**src/rtl/framebuffer_write_arbiter.sv**
```systemverilog
// Round-robin arbiter sharing one framebuffer write port among NUM_REQ writers.
// Define FB_ARB_CLEAR_EN to build the vsync-triggered frame clear engine.
module framebuffer_write_arbiter #(
    parameter int NUM_REQ     = 3,
    parameter int ADDR_W      = 19,
    parameter int DATA_W      = 4,
    parameter int FB_PIXELS   = 307200,
    parameter int CLEAR_COLOR = 0
) (
    input  logic                        clock,
    input  logic                        reset,
    input  logic                        vsync,
    input  logic [NUM_REQ-1:0]          req_valid,
    input  logic [NUM_REQ*ADDR_W-1:0]   req_addr,
    input  logic [NUM_REQ*DATA_W-1:0]   req_data,
    output logic [NUM_REQ-1:0]          req_ready,
    output logic [ADDR_W-1:0]           wr_addr,
    output logic [DATA_W-1:0]           wr_data,
    output logic                        wr_en,
    output logic                        clear_busy,
    output logic [15:0]                 drop_count
);

    localparam int PTR_W = (NUM_REQ > 1) ? $clog2(NUM_REQ) : 1;
    localparam logic [ADDR_W:0] FB_LIMIT = (ADDR_W+1)'(FB_PIXELS);

    typedef enum logic {
        ARB,
        CLEAR
    } state_t;

    state_t             state;
    logic [PTR_W-1:0]   rr_ptr;
    logic [PTR_W-1:0]   win;
    logic [PTR_W-1:0]   nxt_ptr;
    logic [NUM_REQ-1:0] grant;
    logic               found;
    logic               xfer;
    logic [ADDR_W-1:0]  sel_addr;
    logic [DATA_W-1:0]  sel_data;
    logic               in_range;

    // Scan from rr_ptr upward, wrapping, and take the first valid requester.
    always_comb begin
        grant = '0;
        win   = '0;
        found = 1'b0;
        for (int k = 0; k < NUM_REQ; k++) begin
            int idx;
            idx = (int'(rr_ptr) + k) % NUM_REQ;
            if (!found && req_valid[idx]) begin
                found      = 1'b1;
                grant[idx] = 1'b1;
                win        = PTR_W'(idx);
            end
        end
    end

    assign req_ready = (state == ARB && !reset) ? grant : '0;
    assign xfer      = |req_ready;
    assign nxt_ptr   = (win == PTR_W'(NUM_REQ-1)) ? '0 : win + 1'b1;
    assign sel_addr  = req_addr[win*ADDR_W +: ADDR_W];
    assign sel_data  = req_data[win*DATA_W +: DATA_W];
    assign in_range  = {1'b0, sel_addr} < FB_LIMIT;

`ifdef FB_ARB_CLEAR_EN
    localparam logic [ADDR_W-1:0] CLR_LAST = ADDR_W'(FB_PIXELS - 1);

    logic              vsync_q;
    logic [ADDR_W-1:0] clr_cnt;

    assign clear_busy = (state == CLEAR);
`else
    assign clear_busy = 1'b0;
`endif

    always_ff @(posedge clock) begin
        if (reset) begin
            state      <= ARB;
            rr_ptr     <= '0;
            wr_en      <= 1'b0;
            wr_addr    <= '0;
            wr_data    <= '0;
            drop_count <= '0;
`ifdef FB_ARB_CLEAR_EN
            vsync_q    <= 1'b1;
            clr_cnt    <= '0;
`endif
        end else begin
            wr_en <= 1'b0;
            if (xfer) begin
                rr_ptr <= nxt_ptr;
                if (in_range) begin
                    wr_en   <= 1'b1;
                    wr_addr <= sel_addr;
                    wr_data <= sel_data;
                end else if (drop_count != 16'hFFFF) begin
                    drop_count <= drop_count + 16'd1;
                end
            end
`ifdef FB_ARB_CLEAR_EN
            vsync_q <= vsync;
            // Ready is forced low in CLEAR, so the port is never contended.
            if (state == CLEAR) begin
                wr_en   <= 1'b1;
                wr_addr <= clr_cnt;
                wr_data <= DATA_W'(CLEAR_COLOR);
                clr_cnt <= clr_cnt + 1'b1;
                if (clr_cnt == CLR_LAST) begin
                    state <= ARB;
                end
            end else if (vsync_q && !vsync) begin
                state   <= CLEAR;
                clr_cnt <= '0;
            end
`endif
        end
    end

endmodule
```
**config.mk**
```make
export PLATFORM = sky130hd
export DESIGN_NAME = framebuffer_write_arbiter
export DESIGN_NICKNAME = d
export VERILOG_FILES = /design/src/rtl/framebuffer_write_arbiter.sv
export SDC_FILE = /design/constraint.sdc
export NUM_CORES = 1
export LEC_CHECK = 0
export BUFFER_PORTS_ARGS = -buffer_cell sky130_fd_sc_hd__buf_4
export CAP_MARGIN = 20
export CORE_UTILIZATION = 35
export CTS_CLUSTER_DIAMETER = 200
export DETAILED_ROUTE_END_ITERATION = 10
export HOLD_SLACK_MARGIN = 0.03
export SLEW_MARGIN = 10
export SYNTH_ARGS = -nofsm -noshare
export SYNTH_HDL_FRONTEND = slang
export SYNTH_SLANG_ARGS = --single-unit
```
**constraint.sdc**
```tcl
create_clock -name clock -period 6.5 [get_ports clock]
set_input_delay 0.325 -clock clock [delete_from_list [all_inputs] [get_ports clock]]
set_output_delay 0.325 -clock clock [all_outputs]
set_load 0.005 [all_outputs]
```
# Word level (Yosys, flattened, before mapping)
# Index checks and enable logic that the tools add are counted.
[op_classes] addsub=4 mul=1 n_div=3 order_cmp=7 n_eq_ne=2 n_shift=2 n_mux=26 n_bitwise=4 reduce_logical=11
[ops] operator="32-bit by 1-bit greater-or-equal comparator with 1-bit output (second input constant)" count=3
[ops] operator="32-bit by 4-bit less-than comparator with 1-bit output (second input constant)" count=3
[ops] operator="32-bit by 3-bit remainder unit with 32-bit output (second input constant)" count=2
[ops] operator="57-bit by 8-bit indexed part select with 19-bit output" count=1
[ops] operator="3-bit by 3-bit remainder unit with 32-bit output (second input constant)" count=1
[ops] operator="19-bit less-than comparator (second input constant)" count=1
[ops] operator="16-bit by 1-bit adder with 16-bit output (second input constant)" count=1
[ops] operator="16-bit != test (second input constant)" count=1
[ops] operator="1-bit two-way mux" count=12
[ops] operator="3-bit two-way mux" count=4
[ops] operator="12-bit by 5-bit indexed part select with 4-bit output" count=1
[ops] operator="2-bit two-way mux" count=4
[ops] operator="2-bit by 5-bit multiplier with 7-bit output (second input constant)" count=1
[ops] operator="1-bit binary-select mux with 2-bit select" count=3
[ops] operator="1-bit demux with 2-bit select" count=3
[ops] operator="3-bit bitwise OR" count=2
[ops] operator="1-bit logical AND" count=5
[ops] operator="2-bit by 1-bit adder with 3-bit output (second input constant)" count=1
[ops] operator="2-bit by 2-bit adder with 3-bit output (second input constant)" count=1
[ops] operator="3-bit AND reduction" count=1
[ops] operator="3-bit OR reduction" count=1
[ops] operator="2-bit by 1-bit adder with 2-bit output (second input constant)" count=1
[ops] operator="2-bit equality test (second input constant)" count=1
[ops] operator="1-bit logical NOT" count=2
[ops] operator="3 further kinds" count=4
[word_totals] regBits=42 in_bits=75 output_inout_bits=44

# Longest topological paths before layout
# Gate-level depths: netlist of run 1.
[logic_depth] depth_word=16 ltp_mapped=15 ltp_nobuf=11

# Worst setup path after synthesis of run 1
# Ideal clock, no wire load.
[synth_path] path_type="register -> register" start="register rr_ptr[0]" end="register drop_count[13]" setup_ps=70 t_arrival_ps=3130 required_ps=6430 slack_ps=3300 stages_incl_launch_ff=13 path_buffers=1 path_cell_list="dfxtp_1 > inv_1 > ha_1 > mux2i_1 > o21ai_2 > or4b_4 > a211oi_4 > nor3_2 > nor4_2 > a21oi_2 > buf_2 > or3_1 > a21oi_1"
[synth_via] elab_cells_between_ends=50 classes_between="add/sub: 2; mul: 1; div: 3; order compare: 7; shift: 1; mux: 24; bitwise: 3; reduce/logical: 9"
[synth_lines] element="start: declaration" line_no="33" text="logic [PTR_W-1:0] rr_ptr;"
[synth_lines] element="start signal: assignment" line_no="92" text="rr_ptr <= nxt_ptr;"
[synth_lines] element="parallel branches: the longest is 10 deep, another holds 32-bit by 3-bit remainder unit with 32-bit output"
[synth_lines] element="3-bit two-way mux (*)" line_no="51" text="if (!found && req_valid[idx]) begin"
[synth_lines] element="3-bit two-way mux (*)" line_no="59" text="assign req_ready = (state == ARB && !reset) ? grant : '0;"
[synth_lines] element="net req_ready[1]" line_no="16" text="output logic [NUM_REQ-1:0] req_ready,"
[synth_lines] element="3-bit OR reduction (*)" line_no="60" text="assign xfer = |req_ready;"
[synth_lines] element="3-bit AND reduction (no source line) (*)"
[synth_lines] element="end signal: assignment" line_no="98" text="drop_count <= drop_count + 16'd1;"
[synth_lines] element="end: declaration" line_no="21" text="output logic [15:0] drop_count"
# Mark *: on every way through the listed nets, which the timed path passes. The select of a mux whose other input is x is not followed.
# A chain may end at the register's enable or synchronous reset.

# Worst setup path after layout of run 1
[layout_path] start="register rr_ptr[0]" end="register drop_count[15]"
[layout_via] elab_chain_cells=16 elab_cells_between_ends=50 classes_between="add/sub: 2; mul: 1; div: 3; order compare: 7; shift: 1; mux: 24; bitwise: 3; reduce/logical: 9"
[layout_rtl] element="parallel branches: the longest is 15 deep, another holds 32-bit by 3-bit remainder unit with 32-bit output"
[layout_rtl] element="3-bit AND reduction (no source line) (*)"
# Every way passes the cells marked *. The select of a mux whose other input is x is not followed.

==> flow_metrics.py, run 1 <==
metrics = {
    "clocking": {
        "cts_tree": "built",
        "root_buffer": "clkbuf_8",
        "postCtsHoldBufs": 0,
        "ctsHtreeMaxLevel": 2,
        "cts_resized": 0,
        "cts_sinks": 42,
        "cts_buffers": 5,
        "cts_buffer_depth": 2,
        "insertion_delay_ns": 0.29,
        "post_cts_buffers": 0,
        "path_clk_slew_ns": 0.08,
    },
    "critical_path": {
        "critical_path_class": "flop to flop",
        "end_kind": "flop",
        "crit_fanout": 18,
        "crit_family": "compound AO/OA/AOI/OAI gates",
        "cp.required_ns": 6.72,
        "arrival_ns": 4.47,
        "cp_num_buf_inv": 2,
        "slowest_stage": "nand2_1",
        "startpoint_type": "flop",
        "max_stage_delay_ns": 0.53,
        "path_cells": "inv_1 -> ha_1 -> mux2i_1 -> o21a_1 -> a31oi_2 -> nand2_1 -> mux2_2 -> o221ai_2 -> a21oi_2 -> buf_6 -> or4_1 -> a21oi_1",
    },
    "logic_synthesis": {
        "synth_top_area_cell": "dfxtp_1",
        "ys.flop_type": "dfxtp_1",
        "async_flop_share_pct": 0,
        "synth_top_area_share_pct": 30.7,
        "synth_edf_count": 0,
        "ys.warnings.count": 0,
        "synthDistinctLibCells": 60,
        "synth_area_leaders": "dfxtp_1 31%, mux2i_1 9.9%, nand2_1 7.4%, nor2_1 6.2%, a21oi_1 4.2%",
        "syn_avg_cell_area_um2": 7.73,
        "synth_area_um2": 2740,
        "synthCells": 354,
        "syn_nets": 434,
        "synth_seq_cells": 42,
        "seq_area_frac_synth_pct": 30.7,
    },
    "layout": {
        "most-common-layout-cells": "117 x buf_4, 54 x nand2_1, 45 x nor2_1",
        "syn2layout_area_growth_pct": 37.3,
        "final_nets": 538,
        "instances_no_fill": 558,
        "design_area_um2": 3760,
        "antennaDiodeCount": 0,
        "mostFrequentLayoutCell": "buf_4",
        "drive_above_1_share_pct": 31.8,
    },
    "timing": {
        "maxSlewViolCount": 0,
        "grt_setup_unrepaired": "no",
        "maxSlewHeadroom_pct": 49.4,
        "setup_viol": 0,
        "finClkSkew_ns": 0.00837,
        "period_share_pct": 65.4,
        "tns_ns": 0,
        "post-route-min-period_ns": 4.25,
        "finalHoldViolCount": 0,
        "fmax_ghz": 0.235,
        "tightest_slew_ns": 0.759,
    },
    "run_status": {
        "status": "complete, no violations",
    },
    "placement": {
        "place.gp.congestion": 0.883,
        "placed_cells": 549,
        "placement.io_buffers": 116,
        "hpwl_mm": 5.93,
        "dpl-instance-area_um2": 3640,
    },
    "die": {
        "die_area_um2": 8180,
        "initial_core_util_pct": 37.0,
        "die_width_um": 90.4,
        "core_area_um2": 7410,
        "io_pins": 119,
        "num_rows": 31,
        "fp.dieH_um": 90.4,
    },
    "route": {
        "vias": 2950,
        "drc_errors": 0,
        "wire_per_inst_um": 14.5,
        "antenna_left": 0,
        "firstDrtPassIters": 5,
        "via_per_inst": 5.29,
        "drt_iter0_markers": 99,
        "drt-total-wl_mm": 8.07,
    },
    "global_route": {
        "use_met3_pct": 4.12,
        "grt_max_degree": 46,
        "antenna_found_initial": 0,
        "grt_util_met1_pct": 24.5,
        "grt_pass1_wl_mm": 12.9,
        "grt_usage_pct": 19.1,
        "grtUsageMet2_pct": 32.6,
        "busiest_layer": "met2",
        "grt-ovfl-total": 0,
        "grt_pass1_vias": 2590,
    },
    "flow_run": {
        "max_cap_viol_count": 0,
    },
    "power": {
        "vdd_ir_drop_max_uv": 221,
        "p_leak_uw": 0.00163,
        "powerDensity_nw_per_um2": 494,
    },
    "min_path": {
        "hp-class": "input port to flop",
    },
}
==> synth_stat cells, drive strengths merged (3+ instances only) <==
cell	n
nand2	54
nor2	46
dfxtp	42
mux2i	27
a21oi	25
a31oi	18
o21ai	18
buf	12
or3	10
clkbuf	9
inv	8
nand3	6
nand4	6
a211oi	5
and3	5
ha	5
nor3	5
and2	4
mux2	4
nand2b	4
nor4	4
o31ai	4
or4	4
nand3b	3
o211a	3
==> path summary, 6_finish.rpt <==
path | slack, ns | start | cells after the start | to
setup reg to reg | 2.25 | rr_ptr[0] | 12 | drop_count[15]
setup / recovery | 2.25 | rr_ptr[0] | 12 | drop_count[15]
hold reg to reg | 0.48 | wr_addr[12] | 2 | wr_addr[12]
hold / removal | 0.40 | req_addr[52] | 5 | wr_addr[14]
==> logic make-up after synthesis <==
group	count (synthesis)	synth area share [%]
xor+xnor	1	0.320
buf+inv	29	5.21
mux	31	11.5
other cells	1	0.137
simple gates	157	27.5
compound gates	88	22.3
fa+ha+maj	5	2.29
flops	42	30.7
==> final cells by class <==
type                       count  area [µm²]
fill                         753        3650
multi-input combinational    283        1770
timing repair buffer         118         890
sequential                    42         841
tap                           99         124
clock buffer                   5        68.8
clock inverter                 3        40.0
inverter                       8        30.0
==> metrics by stage <==
step | util (%) | hold slack, ns | power [µW] | setup WS [ns]
final | 50.7 | 0.405 | 1860 | 2.25
after global routing | 50.7 | 0.441 | 2020 | 1.94
after CTS | 50.6 | 0.404 | 1850 | 2.23
after detailed placement | 49.1 | 0.464 | 1640 | 2.26
after global placement | 49.1 | 0.461 | 1640 | 2.30
after floorplan | - | 0.465 | 1320 | 3.30
==> worst min-delay path, stage by stage <==
cell and delay [ns]:
buf_4 0.08, nand2_1 0.06, o21ai_0 0.07, mux2i_1 0.07
nor2_1 0.07
==> where the power goes <==
group	internal, µW	switching [µW]	total (µW)	leakage, µW
sequential	333	45.7	379	0.000342
combinational	538	738	1280	0.00123
clock	113	90.6	204	0.0000579
==> per-layer routing <==
metal	routed length, µm	up-vias
li1	-	1476
met3	383	7
met5	0	-
met4	72	0
met1	3600	1397
met2	4010	70
==> registers in the layout, indices dropped and copies added, names as in the netlist <==
signal	cells
drop_count	16
rr_ptr	2
wr_addr	19
wr_data	4
wr_en	1
No activity file was read; power rests on OpenSTA's default activity.
==> inputs of run 2 (changes only) <==
ABC_AREA = 1   (was unset)
clock period = 4.15 ns   (was 6.5 ns; I/O delays follow)
==> flow_metrics.py, run 2 <==
metrics = {
    "run_status": {
        "status": "complete, no violations",
    },
    "critical_path": {
        "r2r-start": "rr_ptr[0]",
        "crit_start": "rr_ptr[0]",
        "crit_fanout": 29,
        "r2r-end": "drop_count[12]",
        "reg2reg_depth": 20,
        "end_kind": "flop",
        "cp.required_ns": 4.34,
        "max_stage_delay_ns": 0.42,
        "critical_path_class": "flop to flop",
        "path_common_cell": "nand2_1",
        "arrival_ns": 3.66,
        "startpoint_type": "flop",
        "slowest_stage": "nand2_2",
        "regToRegSetupSlack_ns": 0.68,
        "path_cells": "inv_1 -> ha_1 -> inv_2 -> nand2_1 -> nand3_1 -> nand2_1 -> nand2_2 -> nand2_2 -> nand2_4 -> nand2_4 -> inv_2 -> nand2_1 -> nand2_1 -> nand2_1 -> nor2_1 -> nand3_2 -> nand2_2 -> nand3_2 -> nor2_1 -> nor2_1",
    },
    "clocking": {
        "insertion_delay_ns": 0.30,
        "path_clk_slew_ns": 0.09,
        "postCtsHoldBufs": 0,
        "post_cts_buffers": 0,
        "root_buffer": "clkbuf_8",
        "cts_buffers": 5,
        "ctsHtreeMaxLevel": 2,
        "cts_sinks": 42,
        "cts_buffer_depth": 2,
        "cts_tree": "built",
        "cts_resized": 0,
    },
    "layout": {
        "final_nets": 666,
        "drive_above_1_share_pct": 26.6,
        "finish.utilization_pct": 48.1,
        "design_area_um2": 3950,
        "n_fill_cell": 865,
        "reg.largest.list": "wr_addr (19), drop_count (16), wr_data (4)",
        "mostFrequentLayoutCell": "nand2_1",
        "top_register": "wr_addr",
        "largest_register_ffs": 19,
        "regArea_um2": 841,
        "syn2layout_area_growth_pct": 33.3,
        "antennaDiodeCount": 0,
        "most-common-layout-cells": "139 x nand2_1, 118 x buf_4, 63 x inv_1",
        "multi_input_area_um2": 1720,
    },
    "logic_synthesis": {
        "synthDistinctLibCells": 34,
        "syn_nets": 564,
        "synth_commonest_cells": "139 x nand2_1, 63 x inv_1, 44 x nor2_1",
        "async_flop_share_pct": 0,
        "ys.flop_type": "dfxtp_1",
        "ys.warnings.count": 0,
        "synth_area_um2": 2960,
        "seq_area_frac_synth_pct": 28.4,
        "synth_seq_cells": 42,
        "yosysMostFrequentCell": "nand2_1",
        "synth_edf_count": 0,
        "synth_top_area_cell": "dfxtp_1",
        "synth_area_leaders": "dfxtp_1 28%, nand2_1 18%, inv_1 8.0%, nand3_1 6.6%, nor2_1 5.6%",
        "synthCells": 484,
        "syn_avg_cell_area_um2": 6.12,
        "synth_top_area_share_pct": 28.4,
    },
    "timing": {
        "fin_ws_ns": 0.680,
        "finalHoldViolCount": 0,
        "maxSlewHeadroom_pct": 53.7,
        "period_share_pct": 83.6,
        "fmax_ghz": 0.288,
        "maxSlewViolCount": 0,
        "setup_viol": 0,
        "tns_ns": 0,
        "finClkSkew_ns": 0.00594,
        "grt_setup_unrepaired": "no",
        "tightest_slew_ns": 0.694,
        "post-route-min-period_ns": 3.47,
    },
    "min_path": {
        "hp-class": "input port to flop",
        "holdPathStages": 5,
        "hp-start": "req_addr[46]",
        "hold_end": "wr_addr[8]",
    },
    "power": {
        "intPower_uw": 1370,
        "switching_share_pct": 51.4,
        "combinationalPowerShare_pct": 66.3,
        "vdd_ir_drop_max_uv": 508,
        "totalPowerFinal_uw": 2820,
        "powerDensity_nw_per_um2": 713,
        "p_leak_uw": 0.00191,
        "netSwitchingPower_uw": 1450,
        "seq_power_share_pct": 21.8,
        "clkPwrFrac_pct": 11.9,
    },
    "route": {
        "drt-total-wl_mm": 8.13,
        "drt_iter0_markers": 105,
        "wire_per_inst_um": 11.8,
        "antenna_left": 0,
        "firstDrtPassIters": 4,
        "vias": 3363,
        "via_per_inst": 4.86,
        "drc_errors": 0,
    },
    "die": {
        "initial_core_util_pct": 36.0,
        "die_width_um": 94.0,
        "io_pins": 119,
        "fp.dieH_um": 94.0,
        "num_rows": 33,
        "die_area_um2": 8830,
        "core_area_um2": 8220,
    },
    "placement": {
        "hpwl_mm": 5.98,
        "dp_slack_ns": 0.685,
        "placement.io_buffers": 116,
        "place.gp.congestion": 0.777,
        "dpl-instance-area_um2": 3840,
    },
    "global_route": {
        "grt_pass1_wl_mm": 13.6,
        "grt-ovfl-total": 0,
        "grt_pass1_vias": 3087,
        "antenna_found_initial": 0,
        "grt_usage_pct": 19.0,
        "grt_max_degree": 34,
    },
    "flow_run": {
        "max_cap_viol_count": 0,
    },
}
-- run 2: cell types whose count changed in the layout (fill, tap and decap cells not counted), moves of 10 or more --
cell | previous run | this run
a31oi_1 | 17 | 3
inv_1 | 8 | 63
mux2i_1 | 27 | 0
nand2_1 | 54 | 139
nand3_1 | 6 | 39
nand4_1 | 6 | 17
o21ai_0 | 6 | 30
or3_1 | 10 | 0
-- run 2: per-stage QoR --
step,std cells,hold WS [ns]
3_3_place_gp,684,0.453
2_1_floorplan,484,0.449
5_1_grt,692,0.270
3_5_place_dp,684,0.457
6_report,692,0.268
4_1_cts,692,0.265
-- run 2: worst max path at each step --
stage                                 to  cells past startpoint
after detailed placement  drop_count[12]                     20
after global routing      drop_count[12]                     20
after CTS                  drop_count[0]                     21
final                     drop_count[12]                     20
after global placement    drop_count[12]                     20
after floorplan            drop_count[8]                     22
-- run 2: worst max-delay path, delay by kind of cell, from the launching register on --
family                   cells  cell delay [ns]
AND/OR/NAND/NOR             16             2.03
buffers and inverters        3             0.53
flip-flops                   1             0.39
adder cells (fa/ha/maj)      1             0.39
-- run 2: final cells by class --
| class | instances | share of cell area, % |
|---|---|---|
| timing repair buffer | 118 | 22.4 |
| clock buffer | 5 | 1.74 |
| sequential | 42 | 21.3 |
| tap | 105 | 3.33 |
| multi-input combinational | 349 | 43.4 |
| inverter | 70 | 6.65 |
| clock inverter | 3 | 1.11 |
-- run 2: metal layers --
layer | vias up | GRT usage [%] | part of all wire, % | wire (µm)
met5 | - | 0 | 0 | 0
met4 | 0 | 4.10 | 0.66 | 54
met3 | 6 | 5.83 | 7.8 | 633
met2 | 107 | 33.6 | 48 | 3880
met1 | 1508 | 22.2 | 44 | 3570
li1 | 1742 | - | - | -
-- run 2: cell families after synthesis --
kind of cell / after synthesis / synth area share, %
AND/OR/NAND/NOR: 272 / 42.4
buffers and inverters: 93 / 13.7
AO/OA/AOI/OAI: 69 / 12.7
flip-flops: 42 / 28.4
adder cells (fa/ha/maj): 5 / 2.11
XOR/XNOR: 2 / 0.592
other: 1 / 0.127
-- run 2: power groups by stage --
| stage | combinational, µW | sequential [µW] | clock (µW) |
|---|---|---|---|
| 6_report | 1870 | 613 | 336 |
| 5_1_grt | 2120 | 629 | 362 |
| 4_1_cts | 1900 | 612 | 343 |
| 3_5_place_dp | 1900 | 620 | 0 |
| 3_3_place_gp | 1860 | 616 | 0 |
| 2_1_floorplan | 1460 | 621 | 0 |
==> inputs of run 3 (changes only) <==
clock period = 3.6 ns   (was 4.15 ns; I/O delays follow)
==> flow_metrics.py, run 3 (synthesized netlist as in run 2, its figures left out) <==
metrics = {
    "run_status": {
        "status": "complete, no violations",
    },
    "route": {
        "vias": 3355,
        "via_per_inst": 4.83,
        "firstDrtPassIters": 4,
        "drc_errors": 0,
        "drt-total-wl_mm": 7.96,
        "wire_per_inst_um": 11.5,
        "antenna_left": 0,
        "drt_iter0_markers": 104,
    },
    "clocking": {
        "ctsHtreeMaxLevel": 2,
        "cts_buffer_depth": 2,
        "post_cts_buffers": 0,
        "root_buffer": "clkbuf_8",
        "cts_buffers": 5,
        "cts_resized": 0,
        "cts_sinks": 42,
        "insertion_delay_ns": 0.29,
        "postCtsHoldBufs": 0,
        "cts_tree": "built",
        "path_clk_slew_ns": 0.08,
    },
    "critical_path": {
        "end_kind": "flop",
        "slowest_stage": "dfxtp_1",
        "cp.required_ns": 3.82,
        "startpoint_type": "flop",
        "path_cells": "inv_1 -> ha_1 -> inv_2 -> nand2_1 -> nand3_1 -> nand2_1 -> nand4_4 -> nand2_4 -> buf_4 -> nand2_2 -> nand3_2 -> nand2_1 -> nor2_1 -> nand3_2 -> nand2_2 -> buf_4 -> nand3_1 -> nand2_1 -> inv_1 -> nor2_1",
        "crit_fanout": 21,
        "cp_num_buf_inv": 5,
        "arrival_ns": 3.43,
        "regToRegSetupSlack_ns": 0.40,
        "max_stage_delay_ns": 0.40,
        "path_common_cell": "nand2_1",
        "crit_family": "simple AND/OR/NAND/NOR gates",
        "critical_path_class": "flop to flop",
    },
    "timing": {
        "fmax_ghz": 0.312,
        "post-route-min-period_ns": 3.20,
        "holdWs_ns": 0.253,
        "grt_setup_unrepaired": "no",
        "maxSlewViolCount": 0,
        "setup_viol": 0,
        "tns_ns": 0,
        "period_share_pct": 88.9,
        "finalHoldViolCount": 0,
        "fin_ws_ns": 0.399,
        "finClkSkew_ns": 0.00827,
    },
    "power": {
        "intPower_uw": 1540,
        "clkPwrFrac_pct": 9.4,
        "switching_share_pct": 51.9,
        "vdd_ir_drop_max_uv": 379,
        "combinationalPowerShare_pct": 68.5,
        "seq_power_share_pct": 22.1,
        "p_leak_uw": 0.00191,
        "powerDensity_nw_per_um2": 811,
        "netSwitchingPower_uw": 1660,
    },
    "die": {
        "io_pins": 119,
        "fp.dieH_um": 94.0,
        "num_rows": 33,
        "die_width_um": 94.0,
        "initial_core_util_pct": 36.0,
        "core_area_um2": 8220,
        "die_area_um2": 8830,
    },
    "global_route": {
        "grt_pass1_wl_mm": 13.7,
        "grt_pass1_vias": 3155,
        "grt_usage_pct": 18.8,
        "grt_max_degree": 34,
        "antenna_found_initial": 0,
        "grt-ovfl-total": 0,
    },
    "placement": {
        "placed_cells": 687,
        "hpwl_mm": 6.15,
        "dp_slack_ns": 0.291,
        "placement.io_buffers": 116,
        "place.gp.congestion": 0.806,
    },
    "layout": {
        "syn2layout_area_growth_pct": 33.4,
        "regArea_um2": 841,
        "largest_register_ffs": 19,
        "final_nets": 669,
        "reg.largest.list": "wr_addr (19), drop_count (16), wr_data (4)",
        "antennaDiodeCount": 0,
        "mostFrequentLayoutCell": "nand2_1",
        "top_register": "wr_addr",
        "drive_above_1_share_pct": 26.8,
        "most-common-layout-cells": "139 x nand2_1, 121 x buf_4, 63 x inv_1",
        "instances_no_fill": 695,
        "multi_input_area_um2": 1720,
        "n_fill_cell": 885,
    },
    "min_path": {
        "hp-class": "input port to flop",
    },
    "flow_run": {
        "max_cap_viol_count": 0,
    },
}
==> run 3: cell type report <==
cell class / instances / share of cell area [%]
clock buffers: 6 / 1.84
multi-input cells: 349 / 43.4
inverters: 70 / 6.78
clock inverters: 2 / 0.348
repair buffers: 121 / 23.0
well taps: 105 / 3.33
flip-flops and latches: 42 / 21.3
==> run 3: power by group through the flow <==
stage	clock network, µW	logic [µW]	registers, µW
floorplan	0	1680	716
global route	333	2490	730
finish	301	2190	710
CTS	309	2200	711
detailed placement	0	2200	718
global placement	0	2180	709
==> run 3: worst reg2reg max path, cell delays in order, from the launching register on <==
cell     delay, ns
dfxtp_1       0.40
inv_1         0.08
ha_1          0.39
inv_2         0.10
nand2_1       0.07
nand3_1       0.06
nand2_1       0.15
nand4_4       0.20
nand2_4       0.15
buf_4         0.27
nand2_2       0.08
nand3_2       0.07
nand2_1       0.09
nor2_1        0.13
nand3_2       0.13
nand2_2       0.23
buf_4         0.27
nand3_1       0.09
nand2_1       0.07
inv_1         0.04
nor2_1        0.09
==> run 3: metrics by stage <==
stage / utilization (%) / cell area [µm²] / power (µW)
after floorplan: - / 2960 / 2400
after global placement: 47.0 / 3860 / 2890
after detailed placement: 47.0 / 3860 / 2920
after CTS: 48.0 / 3950 / 3220
after global routing: 48.1 / 3950 / 3550
final: 48.1 / 3950 / 3200
==> run 3: final timing paths <==
kind,endpoint,from,cells past startpoint
setup / recovery,drop_count[9],rr_ptr[0],20
hold / removal,wr_addr[10],req_addr[48],5
setup reg to reg,drop_count[9],rr_ptr[0],20
hold reg to reg,wr_addr[4],wr_addr[4],2
==> run 3: metal layers <==
metal  vias to the layer above  wire, µm  track usage, %
met5                         -         0               0
met4                         0       101            3.85
met3                         8       554            5.42
met2                       101      3740            32.8
met1                      1490      3560            22.9
li1                       1756         -               -
